**src/rtl/radar_pkg.sv**
```systemverilog
// ============================================================================
// Module : radar_pkg
// Brief  : Shared sweep-controller state encoding and servo pulse-width
//          constants used by the sweep controller and the servo PWM stage.
// Rev    : 1.0
// ============================================================================
`default_nettype none

package radar_pkg;

  localparam int unsigned PW_W       = 20;
  localparam int unsigned PW_MIN_DEF = 16000;
  localparam int unsigned PW_MAX_DEF = 66000;

  typedef enum logic [1:0] {
    ST_IDLE    = 2'd0,
    ST_SETTLE  = 2'd1,
    ST_WAIT    = 2'd2,
    ST_ADVANCE = 2'd3
  } state_e;

endpackage

`default_nettype wire

```
**src/rtl/cycle_timer.sv**
```systemverilog
// ============================================================================
// Module : cycle_timer
// Brief  : Clearable, enabled up-counter with a terminal-count compare.
// Rev    : 1.0
// ============================================================================
`default_nettype none

module cycle_timer #(
  parameter int unsigned W = 8
) (
  input  logic         clk,
  input  logic         rst,
  input  logic         clr_i,
  input  logic         en_i,
  input  logic [W-1:0] term_i,
  output logic         done_o
);

  logic [W-1:0] count_q;
  logic [W-1:0] count_d;

  always_comb begin
    count_d = count_q;
    if (clr_i) begin
      count_d = '0;
    end else if (en_i) begin
      count_d = count_q + W'(1);
    end
  end

  always_ff @(posedge clk) begin
    if (rst) begin
      count_q <= '0;
    end else begin
      count_q <= count_d;
    end
  end

  assign done_o = (count_q == term_i);

endmodule

`default_nettype wire

```
**src/rtl/servo_sweep_ctrl.sv**
```systemverilog
// ============================================================================
// Module : servo_sweep_ctrl
// Brief  : Steps a servo back and forth between PW_MIN and PW_MAX, settling
//          and requesting one range measurement at each position.
// Rev    : 1.0
// ============================================================================
`default_nettype none

module servo_sweep_ctrl
  import radar_pkg::*;
#(
  parameter int unsigned PW_MIN       = PW_MIN_DEF,
  parameter int unsigned PW_MAX       = PW_MAX_DEF,
  parameter int unsigned PW_STEP      = 500,
  parameter int unsigned SETTLE_CYC   = 2500000,
  parameter int unsigned MEAS_TIMEOUT = 2700000
) (
  input  logic            clk,
  input  logic            rst,
  input  logic            en,
  input  logic            meas_done,
  output logic [PW_W-1:0] pulse_width,
  output logic [7:0]      angle_idx,
  output logic            dir,
  output logic            meas_start,
  output logic            meas_timeout,
  output logic            sweep_wrap
);

  localparam int unsigned T_MAX = (SETTLE_CYC > MEAS_TIMEOUT) ? SETTLE_CYC : MEAS_TIMEOUT;
  localparam int unsigned TW    = (T_MAX < 2) ? 1 : $clog2(T_MAX);

  localparam logic [PW_W-1:0] c_pw_min      = PW_W'(PW_MIN);
  localparam logic [PW_W-1:0] c_pw_max      = PW_W'(PW_MAX);
  localparam logic [PW_W-1:0] c_pw_step     = PW_W'(PW_STEP);
  localparam logic [TW-1:0]   c_settle_term = TW'(SETTLE_CYC - 1);
  localparam logic [TW-1:0]   c_meas_term   = TW'(MEAS_TIMEOUT - 1);

  state_e          state_q, state_d;
  logic [PW_W-1:0] pw_q, pw_d;
  logic [7:0]      idx_q, idx_d;
  logic            dir_q, dir_d;
  logic            start_q, start_d;
  logic            tout_q, tout_d;
  logic            wrap_q, wrap_d;

  logic            timer_clr;
  logic            timer_en;
  logic [TW-1:0]   timer_term;
  logic            timer_done;

  logic            at_end;
  logic            step_dir;

  // Reversal happens in the same ADVANCE cycle, so the step uses the new direction.
  assign at_end   = dir_q ? (pw_q == c_pw_min) : (pw_q == c_pw_max);
  assign step_dir = dir_q ^ at_end;

  cycle_timer #(
    .W (TW)
  ) u_timer (
    .clk    (clk),
    .rst    (rst),
    .clr_i  (timer_clr),
    .en_i   (timer_en),
    .term_i (timer_term),
    .done_o (timer_done)
  );

  always_comb begin
    state_d    = state_q;
    pw_d       = pw_q;
    idx_d      = idx_q;
    dir_d      = dir_q;
    start_d    = 1'b0;
    tout_d     = 1'b0;
    wrap_d     = 1'b0;
    timer_clr  = 1'b1;
    timer_en   = 1'b0;
    timer_term = c_settle_term;

    case (state_q)
      ST_IDLE: begin
        if (en) begin
          state_d = ST_SETTLE;
        end
      end

      ST_SETTLE: begin
        timer_clr = 1'b0;
        timer_en  = 1'b1;
        if (!en) begin
          state_d = ST_IDLE;
        end else if (timer_done) begin
          state_d   = ST_WAIT;
          start_d   = 1'b1;
          timer_clr = 1'b1;
        end
      end

      ST_WAIT: begin
        timer_clr  = 1'b0;
        timer_en   = 1'b1;
        timer_term = c_meas_term;
        // meas_done wins over a coincident expiry.
        if (!en) begin
          state_d = ST_IDLE;
        end else if (meas_done) begin
          state_d = ST_ADVANCE;
        end else if (timer_done) begin
          state_d = ST_ADVANCE;
          tout_d  = 1'b1;
        end
      end

      ST_ADVANCE: begin
        dir_d  = step_dir;
        wrap_d = at_end;
        if (step_dir) begin
          pw_d  = pw_q - c_pw_step;
          idx_d = idx_q - 8'd1;
        end else begin
          pw_d  = pw_q + c_pw_step;
          idx_d = idx_q + 8'd1;
        end
        state_d = en ? ST_SETTLE : ST_IDLE;
      end

      default: begin
        state_d = ST_IDLE;
      end
    endcase
  end

  always_ff @(posedge clk) begin
    if (rst) begin
      state_q <= ST_IDLE;
      pw_q    <= c_pw_min;
      idx_q   <= 8'd0;
      dir_q   <= 1'b0;
      start_q <= 1'b0;
      tout_q  <= 1'b0;
      wrap_q  <= 1'b0;
    end else begin
      state_q <= state_d;
      pw_q    <= pw_d;
      idx_q   <= idx_d;
      dir_q   <= dir_d;
      start_q <= start_d;
      tout_q  <= tout_d;
      wrap_q  <= wrap_d;
    end
  end

  assign pulse_width  = pw_q;
  assign angle_idx    = idx_q;
  assign dir          = dir_q;
  assign meas_start   = start_q;
  assign meas_timeout = tout_q;
  assign sweep_wrap   = wrap_q;

endmodule

`default_nettype wire

```
**config.mk**
```make
export PLATFORM = sky130hd
export DESIGN_NAME = servo_sweep_ctrl
export DESIGN_NICKNAME = d
export VERILOG_FILES = /design/src/rtl/radar_pkg.sv /design/src/rtl/cycle_timer.sv /design/src/rtl/servo_sweep_ctrl.sv
export SDC_FILE = /design/constraint.sdc
export NUM_CORES = 1
export LEC_CHECK = 0
export CAP_MARGIN = 25
export CORE_ASPECT_RATIO = 1.5
export CORE_MARGIN = 2
export CORE_UTILIZATION = 25
export DETAILED_ROUTE_END_ITERATION = 12
export PLACE_DENSITY = 0.43
export SETUP_SLACK_MARGIN = 0.3
export SKIP_CTS_REPAIR_TIMING = 1
export SLEW_MARGIN = 20
export SYNTH_ARGS = -nofsm -noshare
export SYNTH_HDL_FRONTEND = slang
export SYNTH_SLANG_ARGS = --single-unit
export TNS_END_PERCENT = 10
```
**constraint.sdc**
```tcl
create_clock -name clk -period 8.8 [get_ports clk]
set_input_delay 0.88 -clock clk [delete_from_list [all_inputs] [get_ports clk]]
set_output_delay 0.88 -clock clk [all_outputs]
set_load 0.1 [all_outputs]
```
### Word-level counts from Yosys, hierarchy flattened

Cells that the tools add are included.

| storage, ports and cells | value |
|---|---|
| output and inout bits | 32 |
| word-level logic and storage cells | 50 |
| register bits | 56 |
| input port bits | 4 |

| operators by class | value |
|---|---|
| mux-type cells | 16 |
| reduce and logical (&&, ||, !) cells | 7 |
| bitwise gates (word level) | 5 |
| equality and inequality tests | 9 |
| add/sub/neg operators | 5 |

Operator list:

| operator | count |
|---|---|
| 20-bit 2-to-1 mux | 2 |
| 22-bit by 1-bit adder with 22-bit output, second input constant | 1 |
| 22-bit == test | 1 |
| 20-bit by 9-bit adder with 20-bit output, second input constant | 1 |
| 20-bit by 14-bit == test with 1-bit output, second input constant | 1 |
| 20-bit by 17-bit == test with 1-bit output, second input constant | 1 |
| 20-bit by 9-bit subtractor with 20-bit output, second input constant | 1 |
| 2-bit 2-to-1 mux | 6 |
| 8-bit by 1-bit adder with 8-bit output, second input constant | 1 |
| 8-bit 2-to-1 mux | 1 |
| 2-bit case mux with 4 select lines | 1 |
| 2-bit OR reduction | 4 |
| 8-bit by 1-bit subtractor with 8-bit output, second input constant | 1 |
| 1-bit 2-to-1 mux | 5 |
| 2-bit == test, second input constant | 2 |
| 4-bit inequality test, second input constant | 1 |
| 1-bit inverter | 4 |
| 4-bit OR reduction | 1 |
| 3-bit inequality test, second input constant | 1 |
| 3-bit AND reduction | 1 |
| 2-bit by 1-bit == test with 1-bit output, second input constant | 1 |
| 2-bit logical NOT | 1 |
| 2-bit inequality test, second input constant | 1 |
| 1-bit case mux with 2 select lines | 1 |
| 1-bit XOR | 1 |

### Logic depth before layout (Yosys ltp)

| logic depth | value |
|---|---|
| word-level depth | 7 |
| gate-level depth with buffers | 13 |

### Modules after synthesis

Synthesis repeated with hierarchy kept, for this count alone.

| second synthesis, totals | value |
|---|---|
| cells, all modules | 432 |
| area, all modules | 3688.5 µm² |

By module, submodules not included:

| module | sequential area each (µm²) | cells each | times used | area an instance (µm²) |
|---|---|---|---|---|
| servo_sweep_ctrl | 640.6 | 284 | 1 | 2394.8 |
| cycle_timer | 440.4 | 148 | 1 | 1293.7 |

### Worst setup path after synthesis

OpenSTA, ideal clock, no wires.

| timing path | value |
|---|---|
| path type | register to register |
| start | register pw_q[9], in the netlist pulse_width[9] |
| end | register pw_q[13], in the netlist pulse_width[13] |
| arrival time | 3.899 ns |
| cell stages (with the launch flop) | 13 |
| path slack | 4.778 ns |
| required time | 8.678 ns |
| path buffers | 0 |
| cells stage by stage | dfxtp_1 -> or4b_1 -> o21ai_1 -> o211a_2 -> inv_2 -> ha_1 -> a21oi_1 -> a21boi_1 -> a311oi_2 -> a21boi_1 -> o21a_1 -> or3_1 -> a311o_1 |

| between the ends | value |
|---|---|
| longest elaborated chain between the ends | 4 |
| elaborated cells on any way between the ends | 7 |
| those cells by class | add/sub (2); eq/ne (2); mux (2); bitwise (1) |

Ends and longest elaborated chain:

| item | line | RTL |
|---|---|---|
| from (decl) | servo_sweep_ctrl.sv:40 | `logic [PW_W-1:0] pw_q, pw_d;` |
| from (signal assigned) | servo_sweep_ctrl.sv:138 | `pw_q <= c_pw_min;` |
| from (signal assigned) | servo_sweep_ctrl.sv:146 | `pw_q <= pw_d;` |
| 20-bit by 17-bit == test with 1-bit output or 20-bit by 14-bit == test with 1-bit output (tied branches) | servo_sweep_ctrl.sv:56 | `assign at_end = dir_q ? (pw_q == c_pw_min) : (pw_q == c_pw_max);` |
| 1-bit 2-to-1 mux (*) | servo_sweep_ctrl.sv:56 |  |
| 1-bit XOR (*) | servo_sweep_ctrl.sv:57 | `assign step_dir = dir_q ^ at_end;` |
| named net step_dir | servo_sweep_ctrl.sv:53 | `logic step_dir;` |
| 20-bit 2-to-1 mux (*) | servo_sweep_ctrl.sv:119 | `if (step_dir) begin` |

Mark *: on every way through the listed nets, which the timed path passes. The rest lies on a longest branch.
A chain may end at the register's enable or synchronous reset.

### Final worst setup path

| timing path | value |
|---|---|
| start | register pw_q[7], in the netlist pulse_width[7] |
| end | register pw_q[13], in the netlist pulse_width[13] |

The elaborated chain is that of the path after synthesis.

==> results.json <==
{
  "io_pins": 36,
  "peakVddDrop_uv": 71.1,
  "drt_iter0_markers": 63,
  "grt_max_degree": 36,
  "min_path_type": "reg -> reg",
  "period_share_pct": 44.6,
  "die_w_um": 98.8,
  "switchingPower_uw": 147,
  "routed_via_density": 4.90,
  "dr.pass1.iters": 4,
  "required_ns": 8.99,
  "yosys_warnings": 0,
  "initial_utilization_pct": 25.7,
  "grt_overflow_total": 0,
  "worstMarginPinSlew_ns": 0.976,
  "worstPathCellList": "nor4b_1 -> nand3_1 -> o211a_2 -> inv_2 -> ha_1 -> a211oi_2 -> nor2_1 -> o2111ai_1 -> a21boi_1 -> o21a_1 -> or3_1 -> a311o_1",
  "gp_routability_congestion": 0.820,
  "hold_viol": 0,
  "final_nets": 464,
  "dp_cells": 583,
  "wl_mm": 8.85,
  "slew_headroom_pct": 34.8,
  "holdPathStages": 2,
  "layout-drive-gt1-share_pct": 4.40,
  "fin_skew_ns": 0.0136,
  "p_leak_uw": 0.00151,
  "fin_crit_ns": 3.92,
  "die_area_sq_um": 14400,
  "worstSetupEndpointType": "flop",
  "cts_sinks": 54,
  "die_h_um": 146,
  "clockBufferDepth": 2,
  "cp.arrival_ns": 4.11,
  "r2r_cells": 12,
  "path_class": "reg -> reg",
  "wl_per_cell_um": 15.0,
  "max_cap_violations": 0,
  "grt_pass1_wl_mm": 14.4,
  "core-area_sq_um": 13100,
  "h-tree-depth": 2,
  "antenna_cells": 0,
  "rsz0062_at_grt": "no",
  "fillCellCount": 1370,
  "seq_area_frac_synth_pct": 32.1,
  "yosysUniqueCellTypes": 59,
  "critPathMaxStageDelay_ns": 0.51,
  "ant_nets": 0,
  "layoutNonFillerInstCount": 591,
  "root_buffer": "clkbuf_16",
  "max_freq_mhz": 255,
  "slowest_stage": "nor4b_1",
  "synth-main-ff-cell": "dfxtp_1",
  "grt_pass1_vias": 2938,
  "synth.avg_cell_area_sq_um": 8.38,
  "clkTransAtPathRegs_ns": 0.08,
  "grt_usage_pct": 12.3,
  "p_int_uw": 374,
  "slew_viol_final": 0,
  "synthCells": 402,
  "rows": 51,
  "drc_errors": 0,
  "startpoint_type": "flop",
  "area_delta_synth_final_pct": 19.0,
  "antenna_found_initial": 0,
  "pwr-share-seq_pct": 48.1,
  "portBuffers": 33,
  "power_density_nw_per_um2": 130,
  "swShare_pct": 28.2,
  "power_frac_comb_pct": 10.8,
  "netlist_area_sq_um": 3370,
  "cts_buffers": 5,
  "cts_tree": "built",
  "synth_seq_cells": 54,
  "worstSkewPairLatency_ns": 0.30,
  "place_hpwl_mm": 6.68,
  "timing.setup.tns_ns": 0,
  "power.share.clock_pct": 41.1,
  "vias": 2898,
  "synth_edf_count": 0,
  "cp_max_fo": 20,
  "final-setup-viol-count": 0,
  "status": "finished, final reports clean",
  "ys_async_sr_fraction_pct": 0
}
cell families after synthesis:
group	count (synthesis)	share of synthesized area, %
XOR/XNOR	40	10.4
buffers and inverters	25	3.12
flip-flops	54	32.1
AO/OA/AOI/OAI	84	16.7
AND/OR/NAND/NOR	158	23.0
multiplexers	11	3.31
other	1	0.111
adder cells (fa/ha/maj)	29	11.2
critical path: cells and delay by family (launching register included):
| kind | cells | cell delay (ns) |
|---|---|---|
| simple gates | 4 | 1.09 |
| flops | 1 | 0.43 |
| compound gates | 6 | 1.59 |
| buf+inv | 1 | 0.37 |
| fa+ha+maj | 1 | 0.34 |
synthesized netlist by cell type, types with 4 or more instances:
master	n	area, sq um
a211oi_1	10	75.1
a21o_1	9	67.6
a21oi_1	21	105
and3_1	9	56.3
clkbuf_1	7	26.3
dfxtp_1	54	1080
ha_1	27	338
inv_1	10	37.5
mux2i_1	10	100
nand2_1	29	109
nand2b_1	4	25.0
nand3_1	13	65.1
nand4_1	7	43.8
nor2_1	63	236
nor2b_1	7	43.8
nor3_1	7	35.0
o21a_1	6	45.0
o21ai_0	13	65.1
xnor2_1	17	149
xor2_1	23	201
cell type report:
| type | count | area, sq um | share of cell area [%] |
|---|---|---|---|
| Clock inverter | 3 | 26.3 | 0.656 |
| Inverter | 11 | 41.3 | 1.03 |
| Multi-Input combinational cell | 324 | 2190 | 54.6 |
| Tap cell | 159 | 199 | 4.97 |
| Clock buffer | 5 | 125 | 3.12 |
| Timing Repair Buffer | 35 | 345 | 8.62 |
| Sequential cell | 54 | 1080 | 27.0 |
placed cells by master (no fill, tap or decap), types with 3 or more instances in the layout:
cell type	n
xnor2_1	17
nand2b_1	4
o21a_1	6
a21o_1	9
nand4_1	7
nand2_1	29
clkbuf_16	5
or3_1	3
nand3_1	13
o21ai_0	13
clkdlybuf4s50_1	33
nor2_1	63
a31oi_1	3
ha_1	27
dfxtp_1	54
a211oi_1	10
inv_1	10
mux2i_1	10
and3_1	9
xor2_1	23
nor3_1	7
nor2b_1	7
inv_6	3
a21oi_1	21
stage by stage:
step	instance area, sq um	setup WS, ns	total power [uW]	util [%]	hold slack, ns
3_3_place_gp	3850	5.02	312	29.5	0.500
3_5_place_dp	3850	4.97	313	29.5	0.498
4_1_cts	4010	4.94	529	30.6	0.518
2_1_floorplan	3370	4.78	300	-	0.470
6_report	4010	4.88	520	30.6	0.513
5_1_grt	4010	4.62	543	30.6	0.551
worst paths after layout:
path | slack (ns) | end | startpoint
setup / recovery | 4.88 | pulse_width[13] | pulse_width[7]
setup reg to reg | 4.88 | pulse_width[13] | pulse_width[7]
hold reg to reg | 0.51 | angle_idx[7] | angle_idx[7]
hold / removal | 0.51 | angle_idx[7] | angle_idx[7]
registers in the layout, indices dropped and copies added (netlist names):
| name | cells |
|---|---|
| pulse_width | 18 |
| sweep_wrap | 1 |
| meas_start | 1 |
| dir | 1 |
| u_timer.count_q | 22 |
| state_q | 2 |
| angle_idx | 8 |
| meas_timeout | 1 |
power groups by stage:
stage	Combinational (uW)	Clock, uW	Sequential [uW]
detailed placement	56.8	0	256
CTS	57.1	222	250
floorplan	36.1	0	264
finish	56.2	214	250
global placement	56.4	0	256
global route	61.9	231	251
layer usage:
layer	track usage, %	vias to the layer above	routed length (um)
met5	0	-	0
met3	1.91	15	218
met2	23.8	40	4840
met1	13.0	1370	3540
met4	4.79	0	244
li1	-	1473	-
Note: power is estimated with default switching activity, not from simulation.
==> edit: new RTL, config.mk and constraints unchanged <==
Change the package constant `PW_W` from 20 to 10.
--- a/src/rtl/radar_pkg.sv
+++ b/src/rtl/radar_pkg.sv
@@ -9,5 +9,5 @@
 package radar_pkg;
 
-  localparam int unsigned PW_W       = 20;
+  localparam int unsigned PW_W       = 10;
   localparam int unsigned PW_MIN_DEF = 16000;
   localparam int unsigned PW_MAX_DEF = 66000;
Interface: changed (resized pulse_width); port bits go from 36 to 26. The function was not compared with the original's and may differ.
==> edit against the original RTL <==
  * Worst setup slack better by 0.50 ns
  * Routed wire length shrank 34%
  * Final area shrank 24%
  * Sequential cell count is 10 lower
  * Area after synthesis decreased by 24%
  * Total power fell by 19%
==> edit: results (changes against the original RTL) <==
- Outcome: finished, final reports clean
- Synthesized instance count: 291 (-28%)
- Top post-synthesis cells by count: 46 x nor2_1, 44 x dfxtp_1, 21 x xnor2_1
- Fraction of layout cells with a size suffix above 1: 5.11% (+0.71 points)
- Tightest Pin Transition: 0.977 ns (+0.00162 ns)
- Dpl cells: 423 (-27%)
- Total CTS buffers: 5 (unchanged)
- Sequential share of the synthesized area: 34.4% (+2.3 points)
- Worst Setup SP: pulse_width[2]$_SDFFE_PP0N_
- # port buffers: 23 (-30%)
- Max VDD drop: 0.0659 mV (-7.3%)
- Largest cells by area after synthesis: dfxtp_1 34%, ha_1 8.8%, xnor2_1 7.2%
- Crit-path max FO: 10 (-50%)
- Wirelength per Cell: 13.5 µm (-9.5%)
- Pre-Repair DR Iteration Count: 6 (+2)
- Non-Filler Instances: 430 (-27%)
- Final core occ: 30.3% (-0.33 points)
- Max incr delay on CP: 0.58 ns (+0.07 ns)
- Gpl congestion: 0.838 (+2.2%)
- Largest net degree at the start of global routing: 26 (-28%)
- HPWL Detailed: 4280 µm (-36%)
- Total GRT Usage: 11.3% (-1.0 points)
- Number of global-route vias before repair: 2,013 (-31%)
- FF-to-FF End: angle_idx[7]$_SDFFE_PP0N_
- Fin nets: 337 (-27%)
- Max Clock Skew: 0.00412 ns (-0.00951 ns)
- Initial DRC Count: 76 (+21%)
- Clock slew at reported path FFs: 0.06 ns (-0.02 ns)
- Worst hold endpoint: angle_idx[2]$_SDFFE_PP0N_
- Placed instance area: 2900 µm² (-25%)
- Slowest-stage cell, CP: or4b_4
- CP delay by family, top: simple AND/OR/NAND/NOR gates
- Post-synth cell types: 54 (-8.5%)
- Worst EP arrival: 3.61 ns (-0.50 ns)
- HP Start: angle_idx[2]$_SDFFE_PP0N_
- Vias per inst: 4.89 (-0.21%)
- Hold_ws: 0.508 ns (-0.00441 ns)
- # fillers: 1,063 (-22%)
- First-pass GRT wire length: 9870 µm (-31%)
- R2r setup slk: 5.37 ns (+0.50 ns)
## edit: cell type report
class / instances / share of cell area (%)
sequential: 44 / 29.0
inverter: 13 / 1.61
multi-input combinational: 224 / 52.1
tap: 117 / 4.82
clock buffer: 6 / 4.24
clock inverter: 1 / 0.165
timing repair buffer: 25 / 8.08
## edit: worst register-to-register path, delay by kind of cell, from the launching register on
family,cells,cell delay (ns)
AO/OA/AOI/OAI,3,0.47
adder cells (fa/ha/maj),1,0.46
buffers and inverters,1,0.33
flip-flops,1,0.37
multiplexers,2,0.56
AND/OR/NAND/NOR,3,1.12
## edit: how the worst max path moves through the flow
stage                                        endpoint  slack, ns
after floorplan           pulse_width[8]$_SDFFE_PP0N_       5.10
after global routing        angle_idx[7]$_SDFFE_PP0N_       5.13
final                       angle_idx[7]$_SDFFE_PP0N_       5.37
after detailed placement  pulse_width[8]$_SDFFE_PP0N_       5.35
after global placement    pulse_width[8]$_SDFFE_PP0N_       5.49
after CTS                 pulse_width[8]$_SDFFE_PP0N_       5.33
## edit: logic make-up after synthesis
logic type,share of synthesized area (%)
AOI/OAI and AO/OA,12.0
xor gates and xnor gates,10.3
adders and majority gates,10.4
buffers and inverters,3.96
DFF,34.4
muxes,4.35
other,0.146
and+or+nand+nor,24.5
## edit: metal layers
layer / routed length (µm) / up-vias / global-route usage (%)
met1: 2490 / 1002 / 12.7
li1: - / 1064 / -
met4: 131 / 0 / 5.42
met2: 3050 / 27 / 19.9
met5: 0 / - / 0
met3: 149 / 11 / 2.38
## edit: where the power goes
part	internal, mW	switching (mW)	total [mW]
sequential	0.201	0.00272	0.204
clock	0.103	0.0765	0.180
combinational	0.0124	0.0261	0.0385
total	0.317	0.105	0.422
